===== config.mk =====
export PLATFORM = sky130hd
export DESIGN_NAME = mem_arb16
export DESIGN_NICKNAME = d
export VERILOG_FILES = /design/src/rtl/cvp14_pkg.sv /design/src/rtl/rr_arb2.sv /design/src/rtl/mem_arb16.sv
export SDC_FILE = /design/constraint.sdc
export NUM_CORES = 1
export LEC_CHECK = 0
export ABC_AREA = 1
export CAP_MARGIN = 20
export CORE_MARGIN = 1.5
export CORE_UTILIZATION = 43
export CTS_BUF_LIST = sky130_fd_sc_hd__clkbuf_8
export DETAILED_ROUTE_END_ITERATION = 16
export HOLD_SLACK_MARGIN = 0.05
export PLACE_DENSITY = 0.94
export SYNTH_ARGS = -nofsm -noshare
export SYNTH_HDL_FRONTEND = slang
export SYNTH_HIERARCHICAL = 1
export SYNTH_SLANG_ARGS = --single-unit

===== constraint.sdc =====
create_clock -name Clk -period 3.53 [get_ports Clk]
set_input_delay 0.353 -clock Clk [delete_from_list [all_inputs] [get_ports Clk]]
set_output_delay 0.353 -clock Clk [all_outputs]
set_load 0.02 [all_outputs]

===== src/rtl/cvp14_pkg.sv =====
// ---------------------------------------------------------------------------
// cvp14_pkg
// Shared definitions for the memory arbiter slice:
//   - bus widths that do not depend on any opcode (16-bit words/addresses)
//   - default burst length (one full vector register)
//   - arbiter FSM state encoding
//   - latched transfer context record and word-count helper
// No ports (package).
// ---------------------------------------------------------------------------
package cvp14_pkg;

  localparam int BUS_W         = 16;
  localparam int BURST_LEN_DEF = 16;
  localparam int OFFSET_W      = 5;

  // Binary-encoded FSM states.
  localparam logic [1:0] ST_IDLE    = 2'd0;
  localparam logic [1:0] ST_XFER    = 2'd1;
  localparam logic [1:0] ST_DRAIN   = 2'd2;
  localparam logic [1:0] ST_RELEASE = 2'd3;

  typedef logic [BUS_W-1:0] wordT;

  // Everything about the winning request that must stay stable for the
  // whole transfer, independent of what the requester does afterwards.
  typedef struct packed {
    logic owner;   // 0 = core, 1 = host loader
    logic burst;
    logic wrEn;
    wordT addr;
  } xferCtxT;

  // Offset value of the final word of a transfer.
  function automatic logic [OFFSET_W-1:0] lastOffset(input logic burst,
                                                     input int   burstLen);
    return burst ? OFFSET_W'(burstLen - 1) : '0;
  endfunction

endpackage


===== src/rtl/rr_arb2.sv =====
// ---------------------------------------------------------------------------
// rr_arb2
// Two-way round-robin arbiter: holds the "last granted" pointer and decides
// the winner among two requesters. The pointer only moves when the owning
// transfer has finished (Update), so a long burst does not disturb fairness.
// Ports:
//   Clk, Reset_n     clock, asynchronous active-low reset
//   Req0, Req1       raw requests
//   Update           load the pointer with UpdateId this cycle
//   UpdateId         requester that has just been served
//   Winner           requester that would win if granted now
//   AnyReq           at least one request is pending
// ---------------------------------------------------------------------------
module rr_arb2 (
  input  logic Clk,
  input  logic Reset_n,
  input  logic Req0,
  input  logic Req1,
  input  logic Update,
  input  logic UpdateId,
  output logic Winner,
  output logic AnyReq
);

  logic lastGnt;

  // Reset points at requester 1 so that requester 0 wins the first tie.
  always_ff @(posedge Clk or negedge Reset_n) begin
    if (!Reset_n) begin
      lastGnt <= 1'b1;
    end else if (Update) begin
      lastGnt <= UpdateId;
    end
  end

  always_comb begin
    AnyReq = Req0 | Req1;
    if (Req0 && Req1) begin
      Winner = ~lastGnt;
    end else begin
      Winner = Req1;
    end
  end

endmodule


===== src/rtl/mem_arb16.sv =====
// ---------------------------------------------------------------------------
// mem_arb16
// Two-requester memory bus arbiter with single-word and burst transfers.
// Requester 0 is the processor core, requester 1 the host loader. Once a
// request wins it owns the bus until every word is done (bus lock), then a
// one-cycle RELEASE separates it from the next grant.
// Ports:
//   Clk, Reset_n              clock, asynchronous active-low reset
//   Req/Burst/WrEn/Addr/WData requester 0 and 1 transfer requests
//   Gnt0/Gnt1                 bus ownership
//   Ack0/Ack1                 one pulse per completed word
//   RData                     read data, valid while a read Ack is high
//   Addr, RD, WR, DataOut     memory side address, strobes and write data
//   DataIn                    memory read data, RD_LAT cycles after RD
// ---------------------------------------------------------------------------
module mem_arb16
  import cvp14_pkg::*;
#(
  parameter int BURST_LEN = BURST_LEN_DEF,
  parameter int RD_LAT    = 1
) (
  input  logic             Clk,
  input  logic             Reset_n,
  input  logic             Req0,
  input  logic             Req1,
  input  logic             Burst0,
  input  logic             Burst1,
  input  logic             WrEn0,
  input  logic             WrEn1,
  input  logic [BUS_W-1:0] Addr0,
  input  logic [BUS_W-1:0] Addr1,
  input  logic [BUS_W-1:0] WData0,
  input  logic [BUS_W-1:0] WData1,
  output logic             Gnt0,
  output logic             Gnt1,
  output logic             Ack0,
  output logic             Ack1,
  output logic [BUS_W-1:0] RData,
  output logic [BUS_W-1:0] Addr,
  output logic             RD,
  output logic             WR,
  output logic [BUS_W-1:0] DataOut,
  input  logic [BUS_W-1:0] DataIn
);

  logic [1:0]          state, stateNext;
  xferCtxT             ctx, ctxNext;
  logic [OFFSET_W-1:0] offset, offsetNext;
  logic [RD_LAT-1:0]   rdPipe;

  logic winner;
  logic anyReq;
  logic ptrUpdate;
  logic lastWord;
  logic drainDone;
  logic inXfer;
  logic owned;
  logic writeAck;
  logic readAck;
  wordT curAddr;

  // -------------------------------------------------------------------------
  // Round-robin pointer and winner selection
  // -------------------------------------------------------------------------
  assign ptrUpdate = (state == ST_RELEASE);

  rr_arb2 uArb (
    .Clk      (Clk),
    .Reset_n  (Reset_n),
    .Req0     (Req0),
    .Req1     (Req1),
    .Update   (ptrUpdate),
    .UpdateId (ctx.owner),
    .Winner   (winner),
    .AnyReq   (anyReq)
  );

  // -------------------------------------------------------------------------
  // Transfer bookkeeping
  // -------------------------------------------------------------------------
  assign lastWord = (offset == lastOffset(ctx.burst, BURST_LEN));

  // Reads in flight: stage 0 captures the RD strobe, the head stage lines
  // up with valid DataIn.
  assign readAck = rdPipe[RD_LAT-1];

  // DRAIN may end only when the head stage carries the last read and no
  // younger read is still travelling down the pipe.
  always_comb begin
    drainDone = rdPipe[RD_LAT-1];
    for (int i = 0; i < RD_LAT - 1; i++) begin
      if (rdPipe[i]) begin
        drainDone = 1'b0;
      end
    end
  end

  // -------------------------------------------------------------------------
  // FSM next-state logic
  // -------------------------------------------------------------------------
  always_comb begin
    stateNext  = state;
    ctxNext    = ctx;
    offsetNext = offset;
    case (state)
      ST_IDLE: begin
        if (anyReq) begin
          ctxNext.owner = winner;
          ctxNext.burst = winner ? Burst1 : Burst0;
          ctxNext.wrEn  = winner ? WrEn1  : WrEn0;
          ctxNext.addr  = winner ? Addr1  : Addr0;
          offsetNext    = '0;
          stateNext     = ST_XFER;
        end
      end
      ST_XFER: begin
        // Requests are not looked at here: the transfer is locked.
        if (lastWord) begin
          stateNext = ctx.wrEn ? ST_RELEASE : ST_DRAIN;
        end else begin
          offsetNext = offset + OFFSET_W'(1);
        end
      end
      ST_DRAIN: begin
        if (drainDone) begin
          stateNext = ST_RELEASE;
        end
      end
      ST_RELEASE: begin
        stateNext = ST_IDLE;
      end
      default: begin
        stateNext = ST_IDLE;
      end
    endcase
  end

  // -------------------------------------------------------------------------
  // State registers
  // -------------------------------------------------------------------------
  always_ff @(posedge Clk or negedge Reset_n) begin
    if (!Reset_n) begin
      state  <= ST_IDLE;
      ctx    <= '0;
      offset <= '0;
    end else begin
      state  <= stateNext;
      ctx    <= ctxNext;
      offset <= offsetNext;
    end
  end

  // Clearing the pipe on reset drops any read still in flight, so an
  // aborted burst produces no late Ack.
  always_ff @(posedge Clk or negedge Reset_n) begin
    if (!Reset_n) begin
      rdPipe <= '0;
    end else begin
      rdPipe[0] <= RD;
      for (int i = 1; i < RD_LAT; i++) begin
        rdPipe[i] <= rdPipe[i-1];
      end
    end
  end

  // -------------------------------------------------------------------------
  // Outputs: decoded from registered state, so an asynchronous reset
  // silences the bus in the same cycle.
  // -------------------------------------------------------------------------
  assign inXfer  = (state == ST_XFER);
  assign owned   = (state == ST_XFER) || (state == ST_DRAIN);

  // 16-bit add wraps naturally past 0xFFFF.
  assign curAddr = ctx.addr + wordT'(offset);

  always_comb begin
    Gnt0     = owned & ~ctx.owner;
    Gnt1     = owned &  ctx.owner;
    WR       = inXfer &  ctx.wrEn;
    RD       = inXfer & ~ctx.wrEn;
    writeAck = WR;
    Ack0     = (writeAck | readAck) & ~ctx.owner;
    Ack1     = (writeAck | readAck) &  ctx.owner;
    Addr     = inXfer ? curAddr : '0;
    // Write data comes straight from the owner; each word is consumed by
    // the Ack pulse of the same cycle.
    DataOut  = WR ? (ctx.owner ? WData1 : WData0) : '0;
    RData    = readAck ? DataIn : '0;
  end

endmodule


==> flow_metrics.env <==
export IMPL_status="completed"
export IMPL_r2r_end="ctx[7]$_DFFE_PN0P_"
export IMPL_finalSetupViolCount=0
export IMPL_holdBufCountCts=0
export IMPL_synth_seq_cells=28
export IMPL_grt_pass1_wl_mm=13.4
export IMPL_final_max_slew_viol_count=0
export IMPL_grt_pass1_vias=3010
export IMPL_multiInputGateArea_sq_um=1480
export IMPL_cts_buffers=3
export IMPL_diodes=0
export IMPL_criticalPathCategory="flip-flop to primary output"
export IMPL_hold_path_class="primary input to async pin"
export IMPL_hpwl_mm=6.25
export IMPL_synth_area_top_cells="dfrtp_1 27%, nand2_1 18%, a21oi_1 9.7%"
export IMPL_gr_total_overflow=0
export IMPL_routabilityCongestion=0.977
export IMPL_synthCells=401
export IMPL_fin_area_sq_um=4000
export IMPL_maxSlewHeadroom_pct=56.6
export IMPL_p_leak_nw=1.94
export IMPL_clockRootBuffer="clkbuf_8"
export IMPL_routed_wl_mm=8.21
export IMPL_avgSynthCellArea_sq_um=6.15
export IMPL_clock_path_buffers=2
export IMPL_grt_max_degree=29
export IMPL_crit_top_cell="nand3_1"
export IMPL_slowest_delay_ns=0.61
export IMPL_drt_iter0_drc=281
export IMPL_worst_pin_slew_ns=0.649
export IMPL_ioPinCount=142
export IMPL_drc=0
export IMPL_clock_skew_ns=0.00749
export IMPL_drv_cap=0
export IMPL_cp_slowest_cell="clkdlybuf4s50_1"
export IMPL_crit_family="buffers and inverters"
export IMPL_cts_resized=0
export IMPL_cts_tree="yes"
export IMPL_via_per_inst=5.16
export IMPL_final_cell_mix="141 x clkdlybuf4s50_1, 121 x nand2_1, 51 x inv_1"
export IMPL_ant_nets=0
export IMPL_cp_start_kind="flip-flop"
export IMPL_finalHoldViolCount=0
export IMPL_layout_commonest_cell="clkdlybuf4s50_1"
export IMPL_clock_sinks=28
export IMPL_postPlaceCellArea_sq_um=3930
export IMPL_drive_above_1_share_pct=4.49
export IMPL_end_kind="primary output"
export IMPL_startpoint="offset[0]$_DFFE_PN0P_"
export IMPL_io_buffer_count=141
export IMPL_rsz0062_at_grt="no"
export IMPL_timing_reg2reg_setup_slack_ns=1.44
export IMPL_syn_nets=501
export IMPL_p_per_area_nw_per_um2=687
export IMPL_crit_buf_inv=3
export IMPL_critical_path_max_fanout=7
export IMPL_register_area_sq_um=702
export IMPL_syn_area_sq_um=2460
export IMPL_die_y_um=78.7
export IMPL_area_growth_pct=62.2
export IMPL_post_cts_buffers=0
export IMPL_synth_seq_area_share_pct=28.5
export IMPL_dr_pass1_iters=5
export IMPL_rr_worst_depth=7
export IMPL_yosys_warnings=6
export IMPL_fillers=415
export IMPL_chipWidth_um=78.7
export IMPL_initial_utilization_pct=44.8
export IMPL_synth_area_leader_cell="dfrtp_1"
export IMPL_design_die_area_sq_um=6200
export IMPL_cp_arrival_ns=2.64
export IMPL_period_share_pct=84.7
export IMPL_antenna_found_initial=0
export IMPL_cp_required_ns=3.18
export IMPL_clk_pin_slew_worst_paths_ns=0.11
export IMPL_max_freq_ghz=0.334
export IMPL_synth_cell_types=30
export IMPL_reg2reg_from="state[0]$_DFFE_PN0P_"
export IMPL_worstPathCellList="ha_1, inv_1, fa_1, inv_1, nand3_1, nand3_1, nand3_1, nand3_1, nand2_1, nor2_1, clkdlybuf4s50_1"
export IMPL_yosys_area_top_type_share_pct=27.4
export IMPL_worstSetupEndpoint="Addr[12]"
export IMPL_layout_min_cycle_time_ns=2.99
export IMPL_critical_path_cell_count=11
export IMPL_wl_per_cell_um=13.5
export IMPL_htree_num_levels=1
export IMPL_core_area_sq_um=5510
export IMPL_vias=3133
export IMPL_num_nets_final=636
export IMPL_tns_ns=0
export IMPL_clk_latency_ns=0.28
export IMPL_ir_drop_v=0.000375
export IMPL_grtUsageTotal_pct=26.4
export IMPL_rows=27
-- flip-flops by register name, indices dropped and copies added, names as in the netlist --
signal        count
offset            5
state             2
ctx              19
uArb/lastGnt      1
drainDone         1
-- synthesized netlist by cell type (all sizes together) --
| master | n |
|---|---|
| o22ai | 9 |
| nand3 | 23 |
| clkinv | 2 |
| a211o | 1 |
| ha | 11 |
| inv | 53 |
| xnor2 | 1 |
| dfrtp | 27 |
| nor3 | 3 |
| clkbuf | 5 |
| a21oi | 50 |
| buf | 11 |
| fa | 1 |
| nand4 | 6 |
| o21ai | 15 |
| dfstp | 1 |
| nand2 | 126 |
| xor2 | 1 |
| or2 | 2 |
| nor2 | 51 |
| and3 | 2 |
-- where the power goes --
group	total (W)	leakage, nW	internal, W	switching [W]
sequential	0.000622	0.339	0.000467	0.000155
clock	0.000263	0.0357	0.000152	0.000110
combinational	0.00186	1.57	0.000762	0.00110
-- worst min-delay path by stage --
stage	to	slack (ns)	depth (start not counted)
after floorplan	ctx[0]$_DFFE_PN0P_	0.06	0
after global placement	uArb/lastGnt$_DFFE_PN1P_	0.45	2
after detailed placement	uArb/lastGnt$_DFFE_PN1P_	0.47	2
after CTS	ctx[12]$_DFFE_PN0P_	0.45	2
after global routing	ctx[12]$_DFFE_PN0P_	0.48	2
final	ctx[12]$_DFFE_PN0P_	0.43	2
-- cells by family (layout without fill, tap and decap cells) --
kind of cell    after synthesis  count (layout)  share of synthesized area (%)
simple gates                213             213                           36.8
compound gates               75              75                           16.1
buf+inv                      71             205                           11.5
flops                        28              28                           28.5
fa+ha+maj                    12              12                           6.40
xor+xnor                      2               2                          0.711
-- through the flow --
stage | cells | util, % | total power (W) | worst slack (ns) | hold slack [ns]
after floorplan | 401 | - | 0.00174 | 1.43 | 0.0574
after global placement | 603 | 71.3 | 0.00239 | 0.904 | 0.453
after detailed placement | 603 | 71.3 | 0.00246 | 0.882 | 0.468
after CTS | 607 | 72.6 | 0.00273 | 0.560 | 0.449
after global routing | 607 | 72.6 | 0.00296 | 0.326 | 0.482
final | 607 | 72.6 | 0.00275 | 0.539 | 0.430
-- layer usage --
layer  up-vias  routed length, um  track usage, %
met1      1390               3300            31.9
met3        16                813            3.79
met2       182               3990            49.0
li1       1545                  -               -
met4         0                102            6.43
met5         -                  0               0
-- cell type report --
type | instances | area share [%]
inverter | 55 | 5.16
clock buffer | 3 | 1.03
timing repair buffer | 146 | 36.2
tap | 72 | 2.25
multi-input combinational | 302 | 37.0
sequential | 28 | 17.6
clock inverter | 1 | 0.751
-- worst reg2reg max path, cell delays in order (launching register included) --
cell and delay (ns):
dfrtp_1 0.42, inv_1 0.13, ha_1 0.24, nand2_1 0.06, buf_4 0.19, clkinv_1 0.54
o21ai_0 0.30, o22ai_1 0.10
Power figures use the tool's default switching activity.
